<file path="src/rtl/mdu_pkg.sv">
// Shared definitions for the iterative multiply/divide unit.
//   - op encodings presented on mdu_seq.op
//   - FSM state encoding used by mdu_seq
package mdu_pkg;

    localparam logic [1:0] OP_MULTU = 2'b00;
    localparam logic [1:0] OP_MULT  = 2'b01;
    localparam logic [1:0] OP_DIVU  = 2'b10;
    localparam logic [1:0] OP_DIV   = 2'b11;

    typedef enum logic [1:0] {
        S_IDLE = 2'b00,
        S_CALC = 2'b01,
        S_FIX  = 2'b10
    } state_t;

endpackage

</file>
<file path="src/rtl/mdu_sign_fix.sv">
// Conditional two's-complement negate.
// Used to take operand magnitudes at start and to restore result signs.
// Ports:
//   val  in   WIDTH  value to condition
//   neg  in   1      1: output -val, 0: output val
//   res  out  WIDTH  conditioned value
module mdu_sign_fix #(
    parameter int WIDTH = 32
) (
    input  logic [WIDTH-1:0] val,
    input  logic             neg,
    output logic [WIDTH-1:0] res
);

    // Negate when requested, pass through otherwise
    always_comb begin
        res = val;
        if (neg) begin
            res = (~val) + {{(WIDTH-1){1'b0}}, 1'b1};
        end else begin
            res = val;
        end
    end

endmodule

</file>
<file path="src/rtl/mdu_seq.sv">
// Iterative multiply/divide unit for the EX stage.
// Radix-2 shift-add multiply and restoring divide, one bit per falling clock
// edge. Results land in hi/lo; busy stalls the pipeline, done pulses once.
// Optional feature macro: MDU_EARLY_OUT_EN (multiply ends as soon as the
// remaining multiplier bits are all zero).
// Ports:
//   clk       in   1      clock, state updates on the falling edge
//   resetn    in   1      synchronous reset, active HIGH despite the name
//   start     in   1      request, sampled only while idle
//   op        in   2      00 MULTU, 01 MULT, 10 DIVU, 11 DIV
//   a, b      in   WIDTH  multiplicand/dividend, multiplier/divisor
//   busy      out  1      operation in progress
//   done      out  1      one-cycle pulse, hi/lo valid
//   div_zero  out  1      last completed op was a divide by zero
//   hi, lo    out  WIDTH  product high/low, or remainder/quotient
module mdu_seq #(
    parameter int WIDTH = 32
) (
    input  logic             clk,
    input  logic             resetn,
    input  logic             start,
    input  logic [1:0]       op,
    input  logic [WIDTH-1:0] a,
    input  logic [WIDTH-1:0] b,
    output logic             busy,
    output logic             done,
    output logic             div_zero,
    output logic [WIDTH-1:0] hi,
    output logic [WIDTH-1:0] lo
);
    import mdu_pkg::*;

    localparam int CNT_W = $clog2(WIDTH);
    localparam logic [CNT_W-1:0] CNT_LAST = CNT_W'(WIDTH - 1);

    state_t               state_r, state_nxt_s;
    logic [CNT_W-1:0]     count_r;
    logic [2*WIDTH-1:0]   acc_r;      // product, or remainder in the upper half
    logic [WIDTH-1:0]     sh_r;       // multiplier, or dividend/quotient
    logic [WIDTH-1:0]     dvs_r;      // multiplicand, or divisor
    logic                 is_div_r, neg_q_r, neg_r_r, b_zero_r;
    logic                 busy_r, done_r, div_zero_r;
    logic [WIDTH-1:0]     hi_r, lo_r;

    logic                 sign_a_s, sign_b_s;
    logic [WIDTH-1:0]     abs_a_s, abs_b_s;
    logic [WIDTH:0]       mul_sum_s;
    logic [2*WIDTH-1:0]   mul_acc_nxt_s;
    logic [WIDTH:0]       div_rem_sh_s;
    logic                 div_ge_s;
    logic [WIDTH-1:0]     div_rem_nxt_s;
    logic                 early_s;
    logic [2*WIDTH-1:0]   prod_s, prod_fix_s;
    logic [WIDTH-1:0]     quo_fix_s, rem_fix_s;
    logic [WIDTH-1:0]     hi_res_s, lo_res_s;

    assign sign_a_s = op[0] & a[WIDTH-1];
    assign sign_b_s = op[0] & b[WIDTH-1];

    // MIN maps to 2^(W-1), which is exact in unsigned W-bit arithmetic
    mdu_sign_fix #(.WIDTH(WIDTH)) u_abs_a (.val(a), .neg(sign_a_s), .res(abs_a_s));
    mdu_sign_fix #(.WIDTH(WIDTH)) u_abs_b (.val(b), .neg(sign_b_s), .res(abs_b_s));

    // One iteration of shift-add multiply and restoring divide
    always_comb begin
        mul_sum_s     = {1'b0, acc_r[2*WIDTH-1:WIDTH]}
                      + (sh_r[0] ? {1'b0, dvs_r} : {(WIDTH+1){1'b0}});
        mul_acc_nxt_s = {mul_sum_s, acc_r[WIDTH-1:1]};
        div_rem_sh_s  = {acc_r[2*WIDTH-1:WIDTH], sh_r[WIDTH-1]};
        div_ge_s      = (div_rem_sh_s >= {1'b0, dvs_r});
        // When div_ge_s holds the true difference is below the divisor, so W bits suffice
        div_rem_nxt_s = div_ge_s ? (div_rem_sh_s[WIDTH-1:0] - dvs_r) : div_rem_sh_s[WIDTH-1:0];
    end

`ifdef MDU_EARLY_OUT_EN
    localparam logic [CNT_W:0] W_CNT = (CNT_W+1)'(WIDTH);
    logic [CNT_W:0] shift_s;

    // Early exit leaves the partial product W-k places high; count_r holds k
    always_comb begin
        early_s = (!is_div_r) && (sh_r[WIDTH-1:1] == {(WIDTH-1){1'b0}});
        if (count_r == {CNT_W{1'b0}}) begin
            shift_s = {(CNT_W+1){1'b0}};
        end else begin
            shift_s = W_CNT - {1'b0, count_r};
        end
        prod_s = acc_r >> shift_s;
    end
`else
    // Fixed latency: the product is fully aligned after WIDTH steps
    always_comb begin
        early_s = 1'b0;
        prod_s  = acc_r;
    end
`endif

    mdu_sign_fix #(.WIDTH(2*WIDTH)) u_fix_prod (.val(prod_s), .neg(neg_q_r), .res(prod_fix_s));
    mdu_sign_fix #(.WIDTH(WIDTH)) u_fix_quo (.val(sh_r), .neg(neg_q_r), .res(quo_fix_s));
    mdu_sign_fix #(.WIDTH(WIDTH)) u_fix_rem (.val(acc_r[2*WIDTH-1:WIDTH]), .neg(neg_r_r), .res(rem_fix_s));

    // Final hi/lo selection; divide by zero forces an all-ones quotient
    always_comb begin
        hi_res_s = prod_fix_s[2*WIDTH-1:WIDTH];
        lo_res_s = prod_fix_s[WIDTH-1:0];
        if (is_div_r) begin
            hi_res_s = rem_fix_s;
            if (b_zero_r) begin
                lo_res_s = {WIDTH{1'b1}};
            end else begin
                lo_res_s = quo_fix_s;
            end
        end else begin
            hi_res_s = prod_fix_s[2*WIDTH-1:WIDTH];
            lo_res_s = prod_fix_s[WIDTH-1:0];
        end
    end

    // FSM state register
    always_ff @(negedge clk) begin
        if (resetn) begin
            state_r <= S_IDLE;
        end else begin
            state_r <= state_nxt_s;
        end
    end

    // FSM next-state logic
    always_comb begin
        state_nxt_s = state_r;
        case (state_r)
            S_IDLE: begin
                if (start) begin
                    state_nxt_s = S_CALC;
                end else begin
                    state_nxt_s = S_IDLE;
                end
            end
            S_CALC: begin
                if ((count_r == CNT_LAST) || early_s) begin
                    state_nxt_s = S_FIX;
                end else begin
                    state_nxt_s = S_CALC;
                end
            end
            S_FIX:   state_nxt_s = S_IDLE;
            default: state_nxt_s = S_IDLE;
        endcase
    end

    // Datapath and output registers
    always_ff @(negedge clk) begin
        if (resetn) begin
            count_r    <= {CNT_W{1'b0}};
            acc_r      <= {(2*WIDTH){1'b0}};
            sh_r       <= {WIDTH{1'b0}};
            dvs_r      <= {WIDTH{1'b0}};
            is_div_r   <= 1'b0;
            neg_q_r    <= 1'b0;
            neg_r_r    <= 1'b0;
            b_zero_r   <= 1'b0;
            busy_r     <= 1'b0;
            done_r     <= 1'b0;
            div_zero_r <= 1'b0;
            hi_r       <= {WIDTH{1'b0}};
            lo_r       <= {WIDTH{1'b0}};
        end else begin
            done_r <= 1'b0;
            case (state_r)
                S_IDLE: begin
                    if (start) begin
                        is_div_r <= op[1];
                        neg_q_r  <= sign_a_s ^ sign_b_s;
                        neg_r_r  <= sign_a_s;
                        b_zero_r <= (b == {WIDTH{1'b0}});
                        count_r  <= {CNT_W{1'b0}};
                        acc_r    <= {(2*WIDTH){1'b0}};
                        // Divide shifts the dividend; multiply shifts the multiplier
                        sh_r     <= op[1] ? abs_a_s : abs_b_s;
                        dvs_r    <= op[1] ? abs_b_s : abs_a_s;
                        busy_r   <= 1'b1;
                    end else begin
                        busy_r   <= 1'b0;
                    end
                end
                S_CALC: begin
                    count_r <= count_r + {{(CNT_W-1){1'b0}}, 1'b1};
                    if (is_div_r) begin
                        acc_r <= {div_rem_nxt_s, {WIDTH{1'b0}}};
                        sh_r  <= {sh_r[WIDTH-2:0], div_ge_s};
                    end else begin
                        acc_r <= mul_acc_nxt_s;
                        sh_r  <= {1'b0, sh_r[WIDTH-1:1]};
                    end
                end
                S_FIX: begin
                    hi_r       <= hi_res_s;
                    lo_r       <= lo_res_s;
                    div_zero_r <= is_div_r & b_zero_r;
                    busy_r     <= 1'b0;
                    done_r     <= 1'b1;
                end
                default: begin
                    busy_r <= 1'b0;
                end
            endcase
        end
    end

    assign busy     = busy_r;
    assign done     = done_r;
    assign div_zero = div_zero_r;
    assign hi       = hi_r;
    assign lo       = lo_r;

endmodule

</file>
<file path="config.mk">
export PLATFORM = sky130hd
export DESIGN_NAME = mdu_seq
export DESIGN_NICKNAME = d
export VERILOG_FILES = /design/src/rtl/mdu_pkg.sv /design/src/rtl/mdu_sign_fix.sv /design/src/rtl/mdu_seq.sv
export SDC_FILE = /design/constraint.sdc
export NUM_CORES = 1
export LEC_CHECK = 0
export CORE_MARGIN = 8
export CORE_UTILIZATION = 41
export DETAILED_ROUTE_END_ITERATION = 10
export PLACE_DENSITY = 0.61
export SLEW_MARGIN = 15
export SYNTH_ARGS = -nofsm -noshare
export SYNTH_HDL_FRONTEND = slang
export SYNTH_HIERARCHICAL = 1
export SYNTH_SLANG_ARGS = --single-unit
</file>
<file path="constraint.sdc">
create_clock -name clk -period 6.75 [get_ports clk]
set_input_delay 1.35 -clock clk [delete_from_list [all_inputs] [get_ports clk]]
set_output_delay 1.35 -clock clk [all_outputs]
set_load 0.005 [all_outputs]
</file>
==> impl_metrics.toml, run 1 <==
[die]
die-height_um = 222
fp.dieW_um = 222
dieArea_um2 = 49400
io_pins = 136
std_cell_rows = 75
core_um2 = 41900
start_util = 0.416

[drt]
firstDrtPassIters = 5
dr_total_vias = 18200
drt_iter0_drc = 1385
routed_wl_um = 60400
drt-wirelength-per-cell_um = 19.5
via_per_inst = 5.89
route.detailed.drc = 0
ant_nets = 0

[critical_path]
cp_slowest_cell = "o41ai_2"
crit_buf_inv = 2
crit_fanout = 8
r2r_setup_slack_ns = 2.59
path_cells = "clkdlybuf4s50_1, nor4_4, buf_4, nand4b_2, o41ai_2, xnor2_1, mux2i_1, a211oi_1, a21oi_1, nor2_1"
worst_setup_path_start_kind = "input pin"
rr_worst_depth = 11
critPathKind = "input pin to flop"
cp.required_ns = 3.89
critPathArrivalTime_ns = 3.67
r2r_end = "acc_r[47]"
rr_startpoint = "acc_r[35]"
cp-end-kind = "flop"
critical-path-top-delay-family = "compound AO/OA/AOI/OAI gates"
critPathMaxStageDelay_ns = 0.47

[clock_network]
htree_levels = 1
clkTransAtPathRegs_ns = 0.03
clk_latency_ns = 0.62
cts_max_path_buffers = 3
cts_tree = "yes"
cts_root_buf = "clkbuf_16"
cts_made_buffers = 27
clkSinkCount = 206
post_cts_buffers = 0

[finish]
area_growth_pct = 25.3
fillers = 4077
layout.nets = 2681
drive_gt1_frac = 0.120
final_cell_count_no_fill = 3098
regArea_um2 = 4130
diodes = 0
multi_input_area_um2 = 12600
design_area_um2 = 21900

[yosys]
yosysMostFrequentCell = "xnor2_1"
netlist_area_um2 = 17400
synthAdderAreaFrac = 0.0532
synth_xor_area_frac = 0.111
synth_compound_area_frac = 0.278
yosys.area.top_type = "dfxtp_1"
synth_top_family_by_area = "compound AO/OA/AOI/OAI gates"
synth_edf_count = 0
postSynthCellCount = 2155
synthTopCellsByCount = "xnor2_1 (208), dfxtp_1 (206), nor2_1 (193)"
synthTopCellsByArea = "dfxtp_1 (24%), xnor2_1 (10%), mux2i_1 (5.8%)"
synth_ff_type = "dfxtp_1"
ys_seq_elements = 206
synth_mux_area_frac = 0.0593
synth.net_count = 2297
synth_seq_area_share = 0.236
synth_simple_gate_area_frac = 0.215
ys_warn_count = 6
synth_top_area_frac = 0.236
ys_types = 95
async_reset_ff_frac = 0
syn_avg_cell_area_um2 = 8.09

[global_routing]
grt_usage = 0.235
gr-total-overflow = 0
grt_pass1_wl_um = 96400
grt_pass1_vias = 18000
antenna_found_initial = 0
grt_max_degree = 141

[timing]
rsz0062_at_grt = "no"
setup_viol_count_final = 0
setup_slack_ns = 0.222
slew_viol_final = 0
worst_hold_slack_ns = 0.449
final_hold_viol_count = 0
relSlewSlack = 0.336
finClkSkew_ns = 0.0367
max_slew.worst_pin.slew_ns = 0.990

[power_and_ir_drop]
p_total_mw = 4.25
leakage_nw = 9.29
ir_worst_vdd_mv = 0.178
powerDensity_nw_per_um2 = 194

[min_path]
hold_depth = 2
min_to = "div_zero"
hp-class = "flop to flop"
worstHoldStart = "div_zero"

[status]
status = "finished, final reports clean"

[placement]
dp.cells = 2844
place.detailed.hpwl_um = 45300
port_buffers = 135
pre_cts_ws_ns = -0.362
post_dp_cell_area_um2 = 20200
finalWeightedCongestion = 0.957

[job]
maxCapViolCount = 0
-- per-layer routing --
| metal | GRT usage | vias up | share of wire |
|---|---|---|---|
| met3 | 0.0486 | 127 | 0.061 |
| met2 | 0.388 | 641 | 0.47 |
| met1 | 0.297 | 8611 | 0.44 |
| met4 | 0.0928 | 0 | 0.030 |
| li1 | - | 8859 | - |
| met5 | 0 | - | 0 |
-- report_power, final --
group          internal, mW  leakage (nW)  switching, mW  total [mW]
logic                 0.375          6.06          0.513       0.888
registers              1.27          1.67         0.0930        1.36
clock network          1.06          1.55          0.938        2.00
-- layout by cell type (no fill, tap or decap), types with 49 or more instances in the layout --
cell and instances:
a21oi_1 105, o21ai_0 117, xnor2_1 208, ha_1 71
a211oi_1 78, clkdlybuf4s50_1 133, nor2_1 192, a22oi_1 49
o31ai_1 56, inv_1 267, buf_4 147, mux2i_1 101
nand2_1 177, dfxtp_1 204
-- kinds of logic after synthesis --
logic type / count (synthesis)
AND/OR/NAND/NOR: 689
flip-flops: 206
AO/OA/AOI/OAI: 664
adder cells (fa/ha/maj): 73
XOR/XNOR: 222
multiplexers: 103
buffers and inverters: 198
-- worst max-delay path by stage --
stage                     slack (ns)  cells after the start       end   from
after global placement         -0.37                     10  sh_r[30]  a[24]
final                           0.22                     10  sh_r[31]   b[6]
after floorplan                 0.40                      8  sh_r[27]   a[6]
after detailed placement       -0.36                     10  sh_r[31]   a[6]
after global routing          0.0007                     12  sh_r[26]   a[1]
after CTS                       0.23                     10  sh_r[31]   a[6]
-- metrics by stage --
stage | setup TNS (ns) | util
global route | 0 | 0.521
finish | 0 | 0.521
floorplan | 0 | -
CTS | 0 | 0.521
global placement | -8.33 | 0.481
detailed placement | -10.66 | 0.481
-- cell type report --
cell class,count,share of cell area
timing repair buffer,288,0.118
tap,539,0.0309
clock buffer,27,0.0309
clock inverter,228,0.0467
sequential,206,0.189
multi-input combinational,1751,0.574
inverter,59,0.0101
-- state kept, by name (all words and copies together), names as in the netlist, 2 cells and up --
signal	flops
dvs_r	32
hi	32
state_r	2
count_r	5
lo	32
acc_r	64
sh_r	32
-- worst reg2reg max path, delay by kind of cell, from the launching register on --
kind | cells | cell delay (ns)
flops | 1 | 0.72
buf+inv | 2 | 0.66
fa+ha+maj | 1 | 0.41
simple gates | 1 | 0.77
compound gates | 7 | 1.52
-- repair_timing --
| action | 4_1_cts | 5_1_grt |
|---|---|---|
| hold buffers | 0 | 0 |
| resized for setup | 0 | 1 |
| setup endpoints to repair | 0 | 1 |
No activity file was read; power rests on OpenSTA's default activity.
==> run 2: changes to the inputs <==
--- a/config.mk
+++ b/config.mk
@@ -8,6 +8,7 @@
 export CORE_MARGIN = 8
 export CORE_UTILIZATION = 41
 export DETAILED_ROUTE_END_ITERATION = 10
+export MAX_ROUTING_LAYER = met4
 export PLACE_DENSITY = 0.61
 export SLEW_MARGIN = 15
 export SYNTH_ARGS = -nofsm -noshare
==> impl_metrics.toml, run 2 (synthesized netlist as in run 1, its figures left out) <==
[global_routing]
antenna_found_initial = 0
grt_pass1_vias = 18100
grt_usage = 0.244
gr-total-overflow = 0
grt_pass1_wl_um = 97500
grt_max_degree = 158

[placement]
port_buffers = 135
post_dp_cell_area_um2 = 20200
finalWeightedCongestion = 0.974
dp.cells = 2843
place.detailed.hpwl_um = 45500

[finish]
design_area_um2 = 21800
final_cell_count_no_fill = 3096
largest_reg_flops = 64
diodes = 0
fillers = 4071
layout.nets = 2679
final_cell_mix = "inv_1 (269), xnor2_1 (208), dfxtp_1 (204)"
utilization = 0.520
layout_commonest_cell = "inv_1"
drive_gt1_frac = 0.118
area_growth_pct = 25.1
top_register = "acc_r"

[job]
maxCapViolCount = 0

[critical_path]
critical-path-top-delay-family = "buffers and inverters"
cp-end-kind = "flop"
critPathArrivalTime_ns = 3.60
rr_startpoint = "acc_r[60]"
cp_common_cell = "buf_4"
path_cells = "clkdlybuf4s50_1, inv_1, ha_1, nor2b_1, buf_4, buf_4, nand3_1, o41ai_1, xnor2_1, mux2i_1, o21ai_0, a221oi_1, nor2_1"
r2r_end = "acc_r[58]"
critPathMaxStageDelay_ns = 0.42
worst_setup_path_start_kind = "input pin"
crit_fanout = 3
cp.required_ns = 3.84
cp_slowest_cell = "clkdlybuf4s50_1"
critPathKind = "input pin to flop"
rr_worst_depth = 10
crit_buf_inv = 4
r2r_setup_slack_ns = 2.82

[drt]
route.detailed.drc = 0
dr_total_vias = 18200
routed_wl_um = 60900
drt-wirelength-per-cell_um = 19.7
via_per_inst = 5.88
firstDrtPassIters = 6
ant_nets = 0
drt_iter0_drc = 1326

[die]
dieArea_um2 = 49400
std_cell_rows = 75
io_pins = 136
die-height_um = 222
fp.dieW_um = 222
start_util = 0.416
core_um2 = 41900

[clock_network]
clkSinkCount = 206
cts_tree = "yes"
cts_max_path_buffers = 3
cts-resized-gates = 0
htree_levels = 1
cts_made_buffers = 26
cts_root_buf = "clkbuf_16"
post_cts_buffers = 0
cts_hold_buf = 0
clk_latency_ns = 0.62
clkTransAtPathRegs_ns = 0.03

[timing]
relSlewSlack = 0.333
tns_ns = 0
setup_viol_count_final = 0
rsz0062_at_grt = "no"
max_slew.worst_pin.slew_ns = 1.00
slew_viol_final = 0
finClkSkew_ns = 0.0233
final_hold_viol_count = 0

[power_and_ir_drop]
powerDensity_nw_per_um2 = 190
p_total_mw = 4.15
ir_worst_vdd_mv = 0.201
leakage_nw = 9.27

[min_path]
min_to = "lo[7]"
worstHoldStart = "lo[7]"
hp-class = "flop to flop"
hold_depth = 2

[status]
status = "finished, final reports clean"
## run 2: changes by cell type in the layout (fill, tap and decap cells not counted), moves of 2 or more
cell | before | now
inv_6 | 3 | 0
clkinv_4 | 2 | 4
buf_4 | 147 | 145
inv_1 | 267 | 269
## run 2: worst register-to-register path, stage by stage, from the launching register on
cell      delay (ns)
dfxtp_1         0.58
ha_1            0.34
nand4b_1        0.33
nor4_1          0.62
a31oi_1         0.19
o21ai_0         0.23
or3_1           0.77
nor2_1          0.18
buf_4           0.20
a221oi_1        0.24
o211ai_1        0.12
## run 2: layout make-up
| class | count | area (um2) | area share |
|---|---|---|---|
| Multi-Input combinational cell | 1751 | 12600 | 0.575 |
| Sequential cell | 206 | 4130 | 0.189 |
| Timing Repair Buffer | 287 | 2590 | 0.119 |
| Clock inverter | 228 | 998 | 0.0458 |
| Tap cell | 539 | 674 | 0.0309 |
| Clock buffer | 26 | 651 | 0.0298 |
| Inverter | 59 | 221 | 0.0102 |
## run 2: through the flow
stage	setup WS, ns	hold slack [ns]
floorplan	0.399	0.448
global placement	-0.318	0.442
detailed placement	-0.345	0.445
CTS	0.262	0.449
global route	0.0304	0.473
finish	0.244	0.447
## run 2: how the worst max path moves through the flow
stage / from / slack, ns / cells past startpoint / end
after detailed placement: b[1] / -0.35 / 13 / sh_r[14]
after global placement: b[14] / -0.32 / 10 / sh_r[30]
after floorplan: a[6] / 0.40 / 8 / sh_r[27]
after global routing: b[1] / 0.03 / 13 / sh_r[14]
final: b[1] / 0.24 / 13 / sh_r[14]
after CTS: b[1] / 0.26 / 13 / sh_r[14]
## run 2: per-layer routing
layer	wire length, um	GRT usage
met1	26700	0.298
met5	0	-
met3	3650	0.0440
met4	1670	0.0907
met2	28900	0.398
## run 2: where the power goes
part,leakage (nW),internal (mW),switching (mW),total (mW)
Clock,1.53,0.990,0.912,1.90
Combinational,6.07,0.376,0.519,0.895
Sequential,1.67,1.27,0.0908,1.36
